$ cat src/rtl/edge_event_pkg.sv
// -----------------------------------------------------------------------------
// edge_event_pkg
//   Shared types and default sizing for the edge event unit.
//   - edge_mode_t  : global edge selection (off / rise / fall / both)
//   - *_DEF        : default channel count, filter width and counter width
//   - edge_qualify : turns raw rise/fall indications into an event bit under
//                    the current mode
// -----------------------------------------------------------------------------
package edge_event_pkg;

    localparam int NCH_DEF    = 8;
    localparam int FILT_W_DEF = 4;
    localparam int CNT_W_DEF  = 8;

    typedef enum logic [1:0] {
        EDGE_OFF  = 2'b00,
        EDGE_RISE = 2'b01,
        EDGE_FALL = 2'b10,
        EDGE_BOTH = 2'b11
    } edge_mode_t;

    // An event is a filtered-level change whose direction the mode accepts.
    function automatic logic edge_qualify(
        input edge_mode_t mode,
        input logic       rise,
        input logic       fall
    );
        logic rise_ok;
        logic fall_ok;
        rise_ok = (mode == EDGE_RISE) || (mode == EDGE_BOTH);
        fall_ok = (mode == EDGE_FALL) || (mode == EDGE_BOTH);
        return (rise & rise_ok) | (fall & fall_ok);
    endfunction

endpackage

$ cat src/rtl/edge_event_if.sv
// -----------------------------------------------------------------------------
// edge_event_if
//   Bundles the control inputs and status outputs of the edge event unit.
//   Parameters follow the unit: NCH channels, FILT_W filter width, CNT_W
//   counter width.
//   master modport : the side that drives din/mode/filt_len/strobes and
//                    observes pulse/sticky/evt_cnt (status block, bench)
//   slave modport  : the edge event unit itself
//   Signals:
//     din        [NCH]    raw channel inputs
//     mode       [2]      global edge selection (edge_mode_t)
//     filt_len   [FILT_W] stability requirement F, 0 = unfiltered
//     sticky_clr [NCH]    per-channel sticky clear strobe
//     cnt_clr    [1]      event counter clear strobe
//     pulse      [NCH]    one-cycle event pulses
//     sticky     [NCH]    latched event flags
//     evt_cnt    [CNT_W]  saturating event count
// -----------------------------------------------------------------------------
interface edge_event_if
    import edge_event_pkg::*;
#(
    parameter int NCH    = NCH_DEF,
    parameter int FILT_W = FILT_W_DEF,
    parameter int CNT_W  = CNT_W_DEF
);

    logic [NCH-1:0]    din;
    edge_mode_t        mode;
    logic [FILT_W-1:0] filt_len;
    logic [NCH-1:0]    sticky_clr;
    logic              cnt_clr;
    logic [NCH-1:0]    pulse;
    logic [NCH-1:0]    sticky;
    logic [CNT_W-1:0]  evt_cnt;

    modport master (
        output din,
        output mode,
        output filt_len,
        output sticky_clr,
        output cnt_clr,
        input  pulse,
        input  sticky,
        input  evt_cnt
    );

    modport slave (
        input  din,
        input  mode,
        input  filt_len,
        input  sticky_clr,
        input  cnt_clr,
        output pulse,
        output sticky,
        output evt_cnt
    );

endinterface

$ cat src/rtl/edge_event_chan.sv
// -----------------------------------------------------------------------------
// edge_chan
//   One channel of the edge event unit: optional input synchronizer, glitch
//   filter, filtered level, edge qualification, pulse and sticky flag.
//   Optional feature macro: EDGE_SYNC2_EN (2-flop synchronizer on din, adds
//   two cycles of latency; flops reset to 0).
//   Ports:
//     clk        in   clock, posedge
//     resetn     in   asynchronous active-low reset
//     din        in   raw channel input
//     mode       in   global edge selection
//     filt_len   in   stability requirement F
//     sticky_clr in   sticky clear strobe (a same-cycle event wins)
//     pulse_next out  combinational event, value pulse takes at next posedge
//     pulse      out  registered one-cycle event pulse
//     sticky     out  latched event flag
// -----------------------------------------------------------------------------
module edge_chan
    import edge_event_pkg::*;
#(
    parameter int FILT_W = FILT_W_DEF
) (
    input  logic              clk,
    input  logic              resetn,
    input  logic              din,
    input  edge_mode_t        mode,
    input  logic [FILT_W-1:0] filt_len,
    input  logic              sticky_clr,
    output logic              pulse_next,
    output logic              pulse,
    output logic              sticky
);

    logic              samp;
    logic              lvl_reg;
    logic              lvl_next;
    logic [FILT_W-1:0] cnt_reg;
    logic [FILT_W-1:0] cnt_next;
    logic              rise;
    logic              fall;
    logic              pulse_reg;
    logic              sticky_reg;
    logic              sticky_next;

`ifdef EDGE_SYNC2_EN
    logic [1:0] sync_reg;

    always_ff @(posedge clk or negedge resetn) begin
        if (!resetn) begin
            sync_reg <= 2'b00;
        end else begin
            sync_reg <= {sync_reg[0], din};
        end
    end

    assign samp = sync_reg[1];
`else
    assign samp = din;
`endif

    // Glitch filter: the counter measures how long the sample has disagreed
    // with the filtered level. Once it has reached filt_len, the next
    // disagreeing sample flips the level, i.e. F+1 consecutive samples are
    // needed. filt_len is compared live, so shortening it mid-count can
    // flip the level immediately.
    always_comb begin
        lvl_next = lvl_reg;
        cnt_next = cnt_reg;
        if (samp == lvl_reg) begin
            cnt_next = '0;
        end else if (cnt_reg >= filt_len) begin
            lvl_next = samp;
            cnt_next = '0;
        end else begin
            cnt_next = cnt_reg + FILT_W'(1);
        end
    end

    assign rise       = lvl_next & ~lvl_reg;
    assign fall       = ~lvl_next & lvl_reg;
    // The level tracks regardless of mode, so switching mode never creates
    // an event by itself.
    assign pulse_next = edge_qualify(mode, rise, fall);

    // Set has priority over clear so an event is never lost to a clear.
    assign sticky_next = (sticky_reg & ~sticky_clr) | pulse_next;

    always_ff @(posedge clk or negedge resetn) begin
        if (!resetn) begin
            lvl_reg    <= 1'b0;
            cnt_reg    <= '0;
            pulse_reg  <= 1'b0;
            sticky_reg <= 1'b0;
        end else begin
            lvl_reg    <= lvl_next;
            cnt_reg    <= cnt_next;
            pulse_reg  <= pulse_next;
            sticky_reg <= sticky_next;
        end
    end

    assign pulse  = pulse_reg;
    assign sticky = sticky_reg;

endmodule

$ cat src/rtl/edge_event_unit.sv
// -----------------------------------------------------------------------------
// edge_event_unit
//   Multi-channel edge detector with per-channel glitch filter, sticky
//   status and a saturating global event counter. Sits between raw GPIO /
//   status lines and the interrupt/status register block.
//   Optional feature macro: EDGE_SYNC2_EN (per-bit 2-flop synchronizer in
//   every channel; without it din must already be synchronous to clk).
//   Parameters: NCH channels, FILT_W filter width, CNT_W counter width.
//   Ports:
//     clk     in     clock, posedge
//     resetn  in     asynchronous active-low reset
//     bus     slave  edge_event_if: din/mode/filt_len/sticky_clr/cnt_clr in,
//                    pulse/sticky/evt_cnt out
// -----------------------------------------------------------------------------
module edge_event_unit
    import edge_event_pkg::*;
#(
    parameter int NCH    = NCH_DEF,
    parameter int FILT_W = FILT_W_DEF,
    parameter int CNT_W  = CNT_W_DEF
) (
    input  logic         clk,
    input  logic         resetn,
    edge_event_if.slave  bus
);

    localparam int PC_W  = $clog2(NCH + 1);
    // Wide enough to hold a full counter plus a full popcount.
    localparam int SUM_W = CNT_W + PC_W;
    localparam logic [SUM_W-1:0] CNT_MAX = SUM_W'({CNT_W{1'b1}});

    wire  [NCH-1:0]   pulse_next_bits;
    wire  [NCH-1:0]   pulse_bits;
    wire  [NCH-1:0]   sticky_bits;
    logic [PC_W-1:0]  pop_next;
    logic [SUM_W-1:0] sum_next;
    logic [CNT_W-1:0] evt_cnt_reg;
    logic [CNT_W-1:0] evt_cnt_next;

    genvar gi;
    generate
        for (gi = 0; gi < NCH; gi++) begin : g_chan
            edge_chan #(
                .FILT_W (FILT_W)
            ) u_chan (
                .clk        (clk),
                .resetn     (resetn),
                .din        (bus.din[gi]),
                .mode       (bus.mode),
                .filt_len   (bus.filt_len),
                .sticky_clr (bus.sticky_clr[gi]),
                .pulse_next (pulse_next_bits[gi]),
                .pulse      (pulse_bits[gi]),
                .sticky     (sticky_bits[gi])
            );
        end
    endgenerate

    // Count the events that will be registered at the coming edge so the
    // counter stays aligned with the pulse outputs.
    always_comb begin
        pop_next = '0;
        for (int i = 0; i < NCH; i++) begin
            pop_next = pop_next + PC_W'(pulse_next_bits[i]);
        end
    end

    // Clear first, then add this cycle's events; clamp instead of wrapping.
    always_comb begin
        sum_next     = (bus.cnt_clr ? '0 : SUM_W'(evt_cnt_reg)) + SUM_W'(pop_next);
        evt_cnt_next = (sum_next > CNT_MAX) ? {CNT_W{1'b1}} : sum_next[CNT_W-1:0];
    end

    always_ff @(posedge clk or negedge resetn) begin
        if (!resetn) begin
            evt_cnt_reg <= '0;
        end else begin
            evt_cnt_reg <= evt_cnt_next;
        end
    end

    assign bus.pulse   = pulse_bits;
    assign bus.sticky  = sticky_bits;
    assign bus.evt_cnt = evt_cnt_reg;

endmodule

$ cat src/flat_wrapper.sv
// flat-port wrapper written by rule: the top's interface ports become plain ports
module edge_event_unit_flat import edge_event_pkg::*;
#(
    parameter int NCH    = NCH_DEF,
    parameter int FILT_W = FILT_W_DEF,
    parameter int CNT_W  = CNT_W_DEF
)
  (clk, resetn, bus_din, bus_mode, bus_filt_len, bus_sticky_clr, bus_cnt_clr, bus_pulse, bus_sticky, bus_evt_cnt);
  edge_event_if #(.NCH(NCH), .FILT_W(FILT_W), .CNT_W(CNT_W)) bus_i ();
  input  logic clk;
  input  logic resetn;
  input wire logic [$bits(bus_i.din)-1:0] bus_din;
  input wire logic [$bits(bus_i.mode)-1:0] bus_mode;
  input wire logic [$bits(bus_i.filt_len)-1:0] bus_filt_len;
  input wire logic [$bits(bus_i.sticky_clr)-1:0] bus_sticky_clr;
  input wire logic [$bits(bus_i.cnt_clr)-1:0] bus_cnt_clr;
  output wire logic [$bits(bus_i.pulse)-1:0] bus_pulse;
  output wire logic [$bits(bus_i.sticky)-1:0] bus_sticky;
  output wire logic [$bits(bus_i.evt_cnt)-1:0] bus_evt_cnt;
  assign bus_i.din = bus_din;
  assign bus_i.mode = bus_mode;
  assign bus_i.filt_len = bus_filt_len;
  assign bus_i.sticky_clr = bus_sticky_clr;
  assign bus_i.cnt_clr = bus_cnt_clr;
  assign bus_pulse = bus_i.pulse;
  assign bus_sticky = bus_i.sticky;
  assign bus_evt_cnt = bus_i.evt_cnt;
  edge_event_unit #(.NCH(NCH), .FILT_W(FILT_W), .CNT_W(CNT_W)) u_core (.clk(clk), .resetn(resetn), .bus(bus_i));
endmodule
$ cat config.mk
export PLATFORM = sky130hd
export DESIGN_NAME = edge_event_unit_flat
export DESIGN_NICKNAME = d
export VERILOG_FILES = /design/src/rtl/edge_event_pkg.sv /design/src/rtl/edge_event_if.sv /design/src/rtl/edge_event_chan.sv /design/src/rtl/edge_event_unit.sv /design/src/flat_wrapper.sv
export SDC_FILE = /design/constraint.sdc
export NUM_CORES = 1
export LEC_CHECK = 0
export CAP_MARGIN = 0
export CORE_ASPECT_RATIO = 1.1
export CORE_UTILIZATION = 40
export CTS_CLUSTER_SIZE = 20
export DETAILED_ROUTE_END_ITERATION = 8
export PLACE_DENSITY = 0.63
export SLEW_MARGIN = 10
export SYNTH_ARGS = -nofsm -noshare
export SYNTH_HDL_FRONTEND = slang
export SYNTH_SLANG_ARGS = --single-unit
$ cat constraint.sdc
create_clock -name clk -period 8.9 [get_ports clk]
set_clock_uncertainty 0.2 [all_clocks]
set_input_delay 1.335 -clock clk [delete_from_list [all_inputs] [get_ports clk]]
set_output_delay 1.335 -clock clk [all_outputs]
set_load 0.02 [all_outputs]
==> impl_metrics.yaml <==
route:
  wl_per_cell_um: 14.0
  viasPerCell: 5.07
  wl_um: 7180
  ant_nets: 0
  vias: 2608
  drc_errors: 0
  first_iter_violations: 78
  firstDrtPassIters: 4
worst_setup_path:
  crit_type: "in2reg"
  start_kind: "input pin"
  cp-end-kind: "register"
  worstPathRequired_ps: 8900
  crit_fanout: 8
  arrival_ps: 6600
clocking:
  post_cts_buffers: 0
  clock-sinks: 64
  htree_num_levels: 3
  cts-root-buf: "clkbuf_8"
  clkLatencyLatePin_ps: 330
  hold_buffers: 0
  cts_tree: "done"
  cts_resized: 0
  cts_buffers: 9
  clk_path_buf_depth: 2
  clk_pin_slew_ps: 70
cells_and_area:
  fillCellCount: 834
  regArea_um2: 1600
  instances_no_fill: 514
  drive_gt1_share_pct: 8.00
  layout.nets: 474
  antenna-diode-count: 0
  syn_to_final_growth_pct: 17.4
  finalInstanceArea_um2: 4400
  largest_register_ffs: 32
  multiInputGateArea_um2: 1910
place:
  dpl_cell_area_um2: 4240
  dpl.cell_count: 500
  dp_hpwl_um: 5220
  gp_congestion: 0.801
  numPortBuffers: 48
power:
  p_per_area_nw_per_um2: 214
  ir_worst_vdd_uv: 96.7
  leakagePower_uw: 0.00214
logic_synthesis:
  yosysWarnings: 0
  syn-num-nets: 432
  ys_seq_elements: 64
  ys_seq_area_share_pct: 42.8
  syn_area_um2: 3740
  yosysUniqueCellTypes: 37
  synth_cells: 355
  syn_avg_cell_area_um2: 10.5
run_status:
  status: "finished clean"
timing:
  hold_viol: 0
  rsz0062_at_grt: "false"
  final.min_clock_period_ps: 6600
  setup_viol: 0
  tightestPinTransition_ps: 821
  hold_ws_ps: 286
  fin_crit_sh_pct: 74.1
  max_freq_mhz: 152
  slew_violations: 0
  max_slew_margin_pct: 45.3
  fin_setup_tns_ps: 0
die:
  io-pin-count: 49
  row_count: 36
  die_h_um: 103
  start_util_pct: 41.8
  dieArea_um2: 9750
  design.core.area_um2: 8960
  fp.dieW_um: 94.3
global_routing:
  grt_usage_pct: 16.7
  grt_pass1_vias: 2717
  grt_max_degree: 65
  grt_first_pass_wirelength_um: 12300
  antenna_found_initial: 0
  grt-ovfl-total: 0
flow_run:
  cap_violations: 0
min_path:
  hp-class: "reg2reg"
## Yosys cell counts
cell type | count | area [um^2]
a21o_1 | 2 | 15.0
a21oi_1 | 18 | 90.1
a21oi_2 | 2 | 17.5
a221o_1 | 1 | 10.0
a22o_1 | 8 | 70.1
a22oi_1 | 4 | 30.0
a311oi_1 | 1 | 8.76
a31oi_1 | 1 | 6.26
and2_1 | 4 | 25.0
and3_1 | 7 | 43.8
and3b_1 | 1 | 8.76
buf_4 | 16 | 120
clkbuf_1 | 2 | 7.51
dfrtp_1 | 64 | 1600
fa_1 | 5 | 100
ha_1 | 47 | 588
inv_1 | 27 | 101
mux2_2 | 8 | 90.1
nand2_1 | 15 | 56.3
nand2b_1 | 9 | 56.3
nand2b_2 | 2 | 17.5
nand3_1 | 8 | 40.0
nor2_1 | 32 | 120
nor2b_1 | 21 | 131
nor3_1 | 2 | 10.0
nor4b_1 | 1 | 8.76
o211ai_1 | 4 | 30.0
o21a_1 | 4 | 30.0
o21ai_1 | 4 | 20.0
o21ai_2 | 1 | 8.76
o21ba_2 | 1 | 10.0
o221ai_1 | 4 | 35.0
o22ai_1 | 4 | 25.0
or2_2 | 4 | 25.0
or3b_4 | 1 | 11.3
xnor2_1 | 10 | 87.6
xor2_1 | 10 | 87.6
## kinds of logic after synthesis
logic type | Yosys count | share of synthesized area (%)
AOI/OAI and AO/OA | 59 | 10.9
xor gates and xnor gates | 20 | 4.68
adders and majority gates | 52 | 18.4
buffers and inverters | 45 | 6.11
DFF | 64 | 42.8
muxes | 8 | 2.41
and+or+nand+nor | 107 | 14.8
## metal layers
metal	part of all wire (%)	up-vias	track usage, %
li1	-	1292	-
met1	46	1258	20.8
met2	49	47	28.3
met3	2.9	11	2.85
met4	1.7	0	7.93
met5	0	-	0
## through the flow
stage	util, %	setup slack, ps	power [uW]
final	49.1	2300	941
after global routing	49.1	2010	1020
after detailed placement	47.3	1930	741
after CTS	49.1	2280	955
after floorplan	-	2920	649
after global placement	47.3	1990	733
## placed cells by master, fill, tap and decap left out, types with 2 or more instances in the layout
cell / netlist / routed
nand2b_1: 9 / 9
nand2b_2: 2 / 2
mux2_2: 8 / 8
fa_1: 5 / 5
clkbuf_1: 2 / 3
inv_1: 27 / 27
and3_1: 7 / 7
nor2_1: 32 / 32
and2_1: 4 / 4
xor2_1: 10 / 10
nand2_1: 15 / 15
o221ai_1: 4 / 4
a21oi_1: 18 / 18
nand3_1: 8 / 8
or2_2: 4 / 4
a22o_1: 8 / 8
dfrtp_1: 64 / 64
xnor2_1: 10 / 10
nor3_1: 2 / 2
nor2b_1: 21 / 21
o21a_1: 4 / 4
ha_1: 47 / 47
o22ai_1: 4 / 4
o211ai_1: 4 / 4
clkdlybuf4s50_1: 0 / 47
a22oi_1: 4 / 4
clkbuf_8: 0 / 10
a21oi_2: 2 / 2
a21o_1: 2 / 2
o21ai_1: 4 / 4
## final cells by class
cell class | count | area share [%]
multi-input combinational | 246 | 43.5
sequential | 64 | 36.4
timing repair buffer | 49 | 11.0
clock buffer | 13 | 3.39
tap | 114 | 3.24
inverter | 27 | 2.31
clock inverter | 1 | 0.114
## where the power goes
| part | switching [uW] | internal, uW | leakage (uW) | total (uW) |
|---|---|---|---|---|
| sequential | 52.5 | 358 | 0.000858 | 411 |
| combinational | 163 | 160 | 0.00120 | 323 |
| clock | 102 | 106 | 0.0000794 | 208 |
| total | 317 | 624 | 0.00214 | 941 |
## final timing paths
kind                                                         start                            endpoint  slack (ps)  cells past startpoint
worst max-delay path                               bus_filt_len[0]               u_core.bus.evt_cnt[7]        2300                     18
worst min-delay path            u_core.g_chan[1].u_chan.cnt_reg[0]  u_core.g_chan[1].u_chan.cnt_reg[0]         290                      1
worst max register to register  u_core.g_chan[0].u_chan.cnt_reg[0]               u_core.bus.evt_cnt[7]        3640                     18
worst min register to register  u_core.g_chan[1].u_chan.cnt_reg[0]  u_core.g_chan[1].u_chan.cnt_reg[0]         290                      1
max in group asynchronous                                   resetn  u_core.g_chan[6].u_chan.cnt_reg[2]        6980                      2
min in group asynchronous                                   resetn      u_core.g_chan[0].u_chan.sticky         990                      2
## worst max-delay path: stages
cell and delay, ps:
clkdlybuf4s50_1 730, ha_1 300, nand2b_1 140, a21oi_1 180, o21a_1 210, nor2_1 80, ha_1 320, fa_1 550
inv_1 60, fa_1 500, fa_1 420, inv_1 90, fa_1 460, fa_1 470, a21o_1 200, a21oi_2 250
and3b_1 200, a311oi_1 80
Note: power is estimated with default switching activity, not from simulation.
